[src/rtl/alu_rr_scheduler.sv]
// Two-requester round-robin front end for a shared combinational ALU.
// One operation in flight: IDLE (arbitrate/accept) -> EXEC (sample ALU) -> RESP (hold response).
module alu_rr_scheduler #(
   parameter int WIDTH = 64
) (
   input  logic             clk,
   input  logic             rst_n,

   input  logic             req0_valid,
   output logic             req0_ready,
   input  logic [3:0]       req0_opcode,
   input  logic [WIDTH-1:0] req0_a,
   input  logic [WIDTH-1:0] req0_b,
   input  logic [4:0]       req0_shamt,

   input  logic             req1_valid,
   output logic             req1_ready,
   input  logic [3:0]       req1_opcode,
   input  logic [WIDTH-1:0] req1_a,
   input  logic [WIDTH-1:0] req1_b,
   input  logic [4:0]       req1_shamt,

   output logic [3:0]       alu_opcode,
   output logic [WIDTH-1:0] alu_input1,
   output logic [WIDTH-1:0] alu_input2,
   output logic [4:0]       alu_shiftValue,

   input  logic [WIDTH-1:0] alu_result,
   input  logic             alu_carryFlag,
   input  logic             alu_zeroFlag,
   input  logic             alu_signFlag,

   output logic             resp_valid,
   input  logic             resp_ready,
   output logic             resp_id,
   output logic [WIDTH-1:0] resp_result,
   output logic             resp_carry,
   output logic             resp_zero,
   output logic             resp_sign,

   output logic             busy
);

   typedef enum logic [1:0] {
      IDLE = 2'd0,
      EXEC = 2'd1,
      RESP = 2'd2
   } state_t;

   typedef struct packed {
      logic [3:0]       opcode;
      logic [WIDTH-1:0] a;
      logic [WIDTH-1:0] b;
      logic [4:0]       shamt;
   } op_t;

   state_t state;
   state_t state_nx;
   logic   last_grant;
   logic   grant_valid;
   logic   grant_id;
   logic   accept;
   op_t    op_sel;
   op_t    op_q;
   logic   id_q;

   // Round-robin: on a tie the requester not granted last wins.
   always_comb begin
      // NOTE: every always_comb output gets a default first, so no latch is inferred.
      grant_valid = 1'b0;
      grant_id    = 1'b0;
      if (req0_valid && req1_valid) begin
         grant_valid = 1'b1;
         grant_id    = ~last_grant;
      end else if (req0_valid) begin
         grant_valid = 1'b1;
         grant_id    = 1'b0;
      end else if (req1_valid) begin
         grant_valid = 1'b1;
         grant_id    = 1'b1;
      end
   end

   always_comb begin
      if (grant_id) begin
         op_sel = '{opcode: req1_opcode, a: req1_a, b: req1_b, shamt: req1_shamt};
      end else begin
         op_sel = '{opcode: req0_opcode, a: req0_a, b: req0_b, shamt: req0_shamt};
      end
   end

   // Handshake outputs are gated by rst_n so they read 0 for the whole reset period.
   always_comb begin
      state_nx   = state;
      accept     = 1'b0;
      req0_ready = 1'b0;
      req1_ready = 1'b0;
      resp_valid = 1'b0;
      busy       = 1'b0;
      if (rst_n) begin
         busy = (state != IDLE);
         case (state)
            IDLE: begin
               req0_ready = grant_valid && !grant_id;
               req1_ready = grant_valid &&  grant_id;
               if (grant_valid) begin
                  accept   = 1'b1;
                  state_nx = EXEC;
               end
            end
            EXEC: state_nx = RESP;
            RESP: begin
               resp_valid = 1'b1;
               if (resp_ready) begin
                  state_nx = IDLE;
               end
            end
            default: state_nx = IDLE;
         endcase
      end
   end

   always_ff @(posedge clk) begin
      // NOTE: sequential state uses non-blocking assignments; reset is synchronous, so it is tested inside the clocked block.
      if (!rst_n) begin
         state <= IDLE;
      end else begin
         state <= state_nx;
      end
   end

   always_ff @(posedge clk) begin
      if (!rst_n) begin
         op_q       <= '0;
         id_q       <= 1'b0;
         last_grant <= 1'b1;
      end else if (accept) begin
         op_q       <= op_sel;
         id_q       <= grant_id;
         last_grant <= grant_id;
      end
   end

   always_ff @(posedge clk) begin
      if (!rst_n) begin
         resp_id     <= 1'b0;
         resp_result <= '0;
         resp_carry  <= 1'b0;
         resp_zero   <= 1'b0;
         resp_sign   <= 1'b0;
      end else if (state == EXEC) begin
         resp_id     <= id_q;
         resp_result <= alu_result;
         resp_carry  <= alu_carryFlag;
         resp_zero   <= alu_zeroFlag;
         resp_sign   <= alu_signFlag;
      end
   end

   assign alu_opcode     = op_q.opcode;
   assign alu_input1     = op_q.a;
   assign alu_input2     = op_q.b;
   assign alu_shiftValue = op_q.shamt;

endmodule

[config.mk]
export PLATFORM = sky130hd
export DESIGN_NAME = alu_rr_scheduler
export DESIGN_NICKNAME = d
export VERILOG_FILES = /design/src/rtl/alu_rr_scheduler.sv
export SDC_FILE = /design/constraint.sdc
export NUM_CORES = 1
export LEC_CHECK = 0
export ABC_AREA = 1
export BUFFER_PORTS_ARGS = -buffer_cell sky130_fd_sc_hd__buf_2
export CAP_MARGIN = 30
export CORE_AREA = 2 2 215 217
export DETAILED_ROUTE_END_ITERATION = 7
export DIE_AREA = 0 0 217 219
export PLACE_DENSITY = 0.49
export SLEW_MARGIN = 5
export SYNTH_ARGS = -nofsm -noshare
export SYNTH_HDL_FRONTEND = slang
export SYNTH_SLANG_ARGS = --single-unit
[constraint.sdc]
create_clock -name clk -period 1.8 [get_ports clk]
set_input_delay 0.18 -clock clk [delete_from_list [all_inputs] [get_ports clk]]
set_output_delay 0.18 -clock clk [all_outputs]
set_load 0.01 [all_outputs]
# Yosys cells after proc, flatten, opt, wreduce, memory -nomap -nowiden
# Cells that the tools add are included.
[totals]
input_bits = 346
reg_bits = 209
out_inout_bits = 209
word_cells = 43
[op_classes]
n_reduce_logical = 7
bitwise_logic = 1
n_mux = 19
n_eq_ne = 4
[ops]
columns = ["cell", "n"]
rows = [
  ["$mux 137", 1],
  ["$mux 1", 15],
  ["$pmux 2 s3", 1],
  ["$mux 2", 2],
  ["$ne 2x2->1 const B", 2],
  ["$logic_and 1x1->1", 3],
  ["$eq 2x1->1 const B", 1],
  ["$eq 2x2->1 const B", 1],
  ["$logic_not 2->1", 1],
  ["$reduce_and 2->1", 1],
  ["$reduce_bool 2->1", 1],
  ["$logic_not 1->1", 1],
  ["$not 1->1", 1],
]

# Longest topological paths before layout
# Gate-level depths: netlist of the first run.
[logic_depth]
ltp_word = 7
depth_mapped = 9
depth_no_buf = 7

# Least setup slack after synthesis of the first run
# Ideal clock, no wire load.
[synth_path]
kind = "register to register"
from = "register state[0]"
to = "register op_q (netlist bit alu_input1[0])"
required_ps = 1691
stages_incl_launch_ff = 9
setup_slack_ps = 585
setup_time_ps = 109
synth_period_minus_slack_ps = 1215
n_path_buf = 2
arrival_ps = 1106
path_cell_list = "dfxtp_1 > nor2_4 > nand2_1 > nor2_2 > buf_4 > buf_4 > nand3_1 > nand2_1 > inv_1"
[synth_between]
elab_chain_len = 3
[synth_lines]
columns = ["item", "line_no", "text"]
rows = [
  ["from (decl)", "57", "state_t state;"],
  ["from (signal assigned)", "128", "state <= state_nx;"],
  ["$logic_not 2->1", "102", "case (state)"],
  ["$mux 1", "102", ""],
  ["$mux 1", "100", "if (rst_n) begin"],
  ["to (signal assigned)", "138", "op_q <= op_sel;"],
  ["to (decl)", "64", "op_t op_q;"],
]
# Every way passes these cells.
# A chain may end at the register's enable or synchronous reset.

# Final worst setup path of the first run
[layout_path]
from = "register last_grant"
to = "output port req0_ready"
[layout_between]
elab_chain_len = 6
[layout_lines]
columns = ["item", "line_no", "text"]
rows = [
  ["from (decl)", "59", "logic last_grant;"],
  ["from (signal assigned)", "140", "last_grant <= grant_id;"],
  ["$not 1->1", "74", "grant_id = ~last_grant;"],
  ["$mux 1", "72", "if (req0_valid && req1_valid) begin"],
  ["$logic_not 1->1", "104", "req0_ready = grant_valid && !grant_id;"],
  ["$logic_and 1x1->1", "104", ""],
  ["$mux 1", "102", ""],
  ["$mux 1", "100", ""],
  ["to (decl)", "10", "output logic req0_ready,"],
]
# Every way passes these cells.

==> results of run 1 <==
[metal layers]
layer  vias to the layer above  track usage  share of wire
li1                       6049            -              -
met1                      5514       0.1865           0.40
met2                       614       0.2781           0.47
met3                       149      0.04310          0.075
met4                         0      0.09201          0.057
met5                         -            0              0
[how the worst max path moves through the flow]
stage	cells past startpoint	start	slack [ps]	end
after floorplan	8	state[0]$_SDFFE_PN0P_	580	alu_input1[0]$_SDFFE_PN0P_
after global placement	7	state[0]$_SDFFE_PN0P_	310	alu_input1[50]$_SDFFE_PN0P_
after detailed placement	7	state[0]$_SDFFE_PN0P_	270	alu_shiftValue[2]$_SDFFE_PN0P_
after CTS	6	last_grant$_SDFFE_PN1P_	9	req0_ready
after global routing	6	last_grant$_SDFFE_PN1P_	7	req0_ready
final	6	last_grant$_SDFFE_PN1P_	70	req0_ready
[report_power, final]
part | switching (W) | internal, W
Combinational | 0.00204 | 0.00172
Clock | 0.00204 | 0.00337
Sequential | 0.000291 | 0.00520
[registers in the layout, indices dropped and copies added, names as in the netlist]
register,flops
state,2
last_grant,1
resp_id,1
alu_input2,64
alu_shiftValue,5
resp_result,64
id_q,1
alu_input1,64
resp_carry,1
resp_zero,1
alu_opcode,4
resp_sign,1
[cells in the mapped netlist (all sizes together)]
master and count:
buf 57, inv 49, a21oi 1, o21a 1
dfxtp 209, clkbuf 43, nand3 182, o21ai 68
nand2 651, nor3 1, nor2 143
[what timing repair did]
action	CTS	global route
gates cloned	1	1
pin swaps	1	0
setup buffers	2	0
setup endpoints to repair	1	1
gates resized for setup	3	1
hold buffers	341	0
hold endpoints to repair	208	0
[logic make-up after synthesis]
group | after synthesis | share of synthesized area
buf+inv | 149 | 0.07283
compound gates | 70 | 0.03868
flops | 209 | 0.4586
simple gates | 977 | 0.4298
[per-stage QoR]
| step | hold slack (ps) | area [um2] | utilization |
|---|---|---|---|
| final | 34.44 | 16880 | 0.3743 |
| after global placement | 428.3 | 12480 | 0.2768 |
| after detailed placement | 438.8 | 12480 | 0.2768 |
| after CTS | 1.518 | 16850 | 0.3736 |
| after global routing | 38.76 | 16880 | 0.3743 |
| after floorplan | 328.8 | 9123 | - |
[final cells by class]
cell class	instances	area, um2	share of cell area
repair buffers	916	6555	0.3884
multi-input cells	1047	4308	0.2552
flip-flops and latches	209	4185	0.2480
clock buffers	40	774.5	0.04589
well taps	600	750.7	0.04448
inverters	49	186.4	0.01105
clock inverters	7	113.9	0.006746
diodes	2	5.005	0.0002965
[critical path, stage by stage (launching register included)]
cell and delay (ps):
dfxtp_2 350, nand2_4 80, nand2_8 90, inv_4 60, buf_12 150, nor2_1 110, buf_2 150
==> results_dict.tcl, run 1 <==
set metrics [dict create \
    status "complete, no violations" \
    cts_num_sinks 209 \
    postSynthCellCount 1405 \
    grt_antenna_before_repair 1 \
    final_common_cell "nand2_1" \
    power.density_mw_per_mm2 868.6 \
    instances_no_fill 2870 \
    synth_top_cell_by_area "dfxtp_1" \
    ff2ff_path_depth 7 \
    start_kind "flop" \
    nNetsFinal 2595 \
    fp.dieW_um 217 \
    gp_congestion 0.8605 \
    ant_nets 0 \
    regToRegEndpoint "alu_input2[28]$_SDFFE_PN0P_" \
    synth_nets 1751 \
    clk_latency_ps 530 \
    fin_ws_ps 74.67 \
    die_area_mm2 0.04752 \
    arrival_ps 1550 \
    dpl.hpwl_um 26400 \
    cts_tree "yes" \
    portBuffers 554 \
    place_inst 2476 \
    synth_cell_types 21 \
    layout_common_cells "nand2_1, buf_2, dlygate4sd3_1" \
    drive_gt1_frac 0.2751 \
    first_pass_iters 5 \
    clock_path_buffers 3 \
    synth.top_cell.area_share 0.4586 \
    yosysSeqAreaShare 0.4586 \
    syn_area_per_cell_um2 6.493 \
    grtUsageTotal 0.1637 \
    wl_per_cell_um 14.49 \
    fin_crit_sh 0.9585 \
    vias 12330 \
    fin_skew_ps 10.84 \
    hold_depth 5 \
    grt_overflow_total 0 \
    core.rowCount 78 \
    drv_cap 0 \
    cp_data_required_time_ps 1620 \
    crit_type "reg -> out" \
    slew_headroom 0.6419 \
    rsz0062_at_grt "no" \
    slew_violations 0 \
    path_clk_slew_ps 60 \
    syn_to_final_growth_pct 85.02 \
    vdd_ir_drop_max_v 0.0005340 \
    p_total_w 0.01466 \
    detailedPlace.worstSlack_ps 272.2 \
    p_leak_nw 9.077 \
    drt_iter0_drc 634 \
    start_util 0.2023 \
    tightest_slew_ps 537.1 \
    grt_pass1_wl_um 63410 \
    r2r-start "state[0]$_SDFFE_PN0P_" \
    yosysWarnings 0 \
    min_period_ps 1725 \
    numCtsBuffers 26 \
    synth_seq_cells 209 \
    hold_path_class "in -> reg" \
    cts-root-buf "clkbuf_16" \
    drcViolationCount 0 \
    grt_start_max_net_pins 104 \
    fin_tns_setup_ps 0 \
    grt_pass1_vias 12380 \
    final_hold_viol_count 0 \
    htreeDepth 1 \
    min_to "alu_input1[61]$_SDFFE_PN0P_" \
    via_per_inst 4.295 \
    fmax_ghz 0.5796 \
    wl_um 41590 \
    netlist_top_cells_area "dfxtp_1, nand2_1, nand3_1" \
    worstHoldStart "req1_a[61]" \
    syn_area_mm2 0.009122 \
    coreArea_mm2 0.04509 \
    r2r_slack_ps 280 \
    critPathMaxFanout 14 \
    report.final.setup_viol 0 \
    fillCellCount 4656 \
    fp.dieH_um 219 \
    io-pin-count 555 \
    cp-end-kind "output pin" \
]
No activity file was read; power rests on OpenSTA's default activity.
==> run 2: changes to the inputs <==
==> constraint.sdc (replaced) <==
create_clock -name clk -period 1.8 [get_ports clk]
set_input_delay 0.18 -clock clk [delete_from_list [all_inputs] [get_ports clk]]
set_output_delay 0.18 -clock clk [all_outputs]
set_load 0.05 [all_outputs]
==> run 2 against run 1 <==
Effect of this change: die area is the same; power increased by 8.7%; first-iteration DRC count decreased by 18%; sequential power about the same; sequential share of layout area rose by 0.096 points; final cell count is essentially flat; maximum frequency up 0.36%; register-to-register slack worse by 50 ps; worst hold slack got worse by 19 ps; critical endpoint unchanged.
==> results_dict.tcl, run 2 (synthesis results as in run 1) <==
set metrics [dict create \
    final_hold_viol_count 0 \
    hold_path_class "in -> reg" \
    critPathMaxFanout 4 \
    multi_input_area_mm2 0.004333 \
    via_per_inst 4.253 \
    wl_met3_um 3549 \
    numCtsBuffers 25 \
    fp.dieW_um 217 \
    fin_area_mm2 0.01681 \
    status "complete, no violations" \
    grt_antenna_before_repair 2 \
    vias 12210 \
    grt_pass1_wl_um 64070 \
    cp_data_required_time_ps 1620 \
    clock_path_buffers 3 \
    coreArea_mm2 0.04509 \
    grt_overflow_total 0 \
    grtUsageTotal 0.1671 \
    arrival_ps 1540 \
    route.met2.wl_um 19650 \
    power.density_mw_per_mm2 948.1 \
    path_clk_slew_ps 60 \
    dpl-instance-area_mm2 0.01261 \
    cts_tree "yes" \
    fmax_ghz 0.5817 \
    fin_tns_setup_ps 0 \
    p_leak_nw 9.054 \
    core.rowCount 78 \
    clk_latency_ps 530 \
    wl_per_cell_um 14.66 \
    fillCellCount 4658 \
    cp-end-kind "output pin" \
    fin_skew_ps 13.50 \
    dpl.hpwl_um 27560 \
    grt_start_max_net_pins 130 \
    cts-root-buf "clkbuf_16" \
    instances_no_fill 2871 \
    regArea_mm2 0.004185 \
    worstSetupStartpoint "state[1]$_SDFFE_PN0P_" \
    place_inst 2491 \
    portBuffers 554 \
    first_pass_iters 5 \
    vdd_ir_drop_max_v 0.0006451 \
    wl_um 42090 \
    fp.dieH_um 219 \
    drcViolationCount 0 \
    min_period_ps 1719 \
    final_common_cell "nand2_1" \
    drt-met1-wl_um 16840 \
    fin_crit_sh 0.9551 \
    slew_violations 0 \
    htreeDepth 1 \
    start_util 0.2023 \
    cts_num_sinks 209 \
    report.final.setup_viol 0 \
    r2r_slack_ps 230 \
    tightest_slew_ps 565.8 \
    start_kind "flop" \
    drt_iter0_drc 517 \
    utilization 0.3729 \
    gp_congestion 0.8456 \
    top_layer_used "met5" \
    layout_common_cells "nand2_1, buf_2, dlygate4sd3_1" \
    grt_pass1_vias 12460 \
    nNetsFinal 2598 \
    ant_nets 0 \
    crit_type "reg -> out" \
    drv_cap 0 \
    worstHoldStart "req0_a[35]" \
    drive_gt1_frac 0.2838 \
    r2r-start "last_grant$_SDFFE_PN1P_" \
    die_area_mm2 0.04752 \
    io-pin-count 555 \
    syn_to_final_growth_pct 84.31 \
    p_total_w 0.01594 \
    slew_headroom 0.6228 \
]
-- run 2: cell count changes in the layout (fill, tap and decap cells not counted), sizes merged, moves of 2 or more --
cell,previous run,this run
buf,573,587
dlygate4sd3,341,332
clkbuf,41,34
clkinv,4,8
bufinv,3,1
-- run 2: cell type report --
type | instances | area share
antenna | 2 | 0.0002977
clock buffer | 33 | 0.04257
clock inverter | 11 | 0.005135
inverter | 49 | 0.01094
multi-input combinational | 1047 | 0.2577
sequential | 209 | 0.2489
tap | 600 | 0.04465
timing repair buffer | 920 | 0.3898
-- run 2: final timing paths --
check / endpoint / depth (start not counted)
worst min-delay path: alu_input1[35]$_SDFFE_PN0P_ / 5
worst max register to register: alu_input1[9]$_SDFFE_PN0P_ / 8
worst min register to register: alu_input2[46]$_SDFFE_PN0P_ / 2
worst max-delay path: req0_ready / 5
-- run 2: worst max-delay path: stages (launching register included) --
cell and delay [ps]:
dfxtp_1 330, nor2_4 130, buf_6 140, nand3_4 100, nor2_4 140, buf_8 160
-- run 2: where the power goes --
part | internal [W] | switching (W)
logic | 0.00176 | 0.00374
clock network | 0.00292 | 0.00203
registers | 0.00520 | 0.000295
total | 0.00988 | 0.00606
-- run 2: timing repair --
action / in CTS / in global routing
hold buffers: 332 / 0
gates resized for setup: 8 / 6
hold endpoints to repair: 205 / 0
pin swaps: 1 / 1
buffers inserted: 2 / 0
setup endpoints to repair: 3 / 3
-- run 2: metal layers --
layer,global-route usage,vias up
li1,-,6057
met1,0.1868,5433
met2,0.2892,580
met3,0.04796,137
met4,0.08539,2
met5,0,-
-- run 2: metrics by stage --
step / setup slack [ps] / hold slack (ps)
global route: -17.11 / 29.70
finish: 80.86 / 15.04
floorplan: 109.3 / 328.8
CTS: 16.91 / 1.180
detailed placement: 344.7 / 421.7
global placement: 327.5 / 418.7
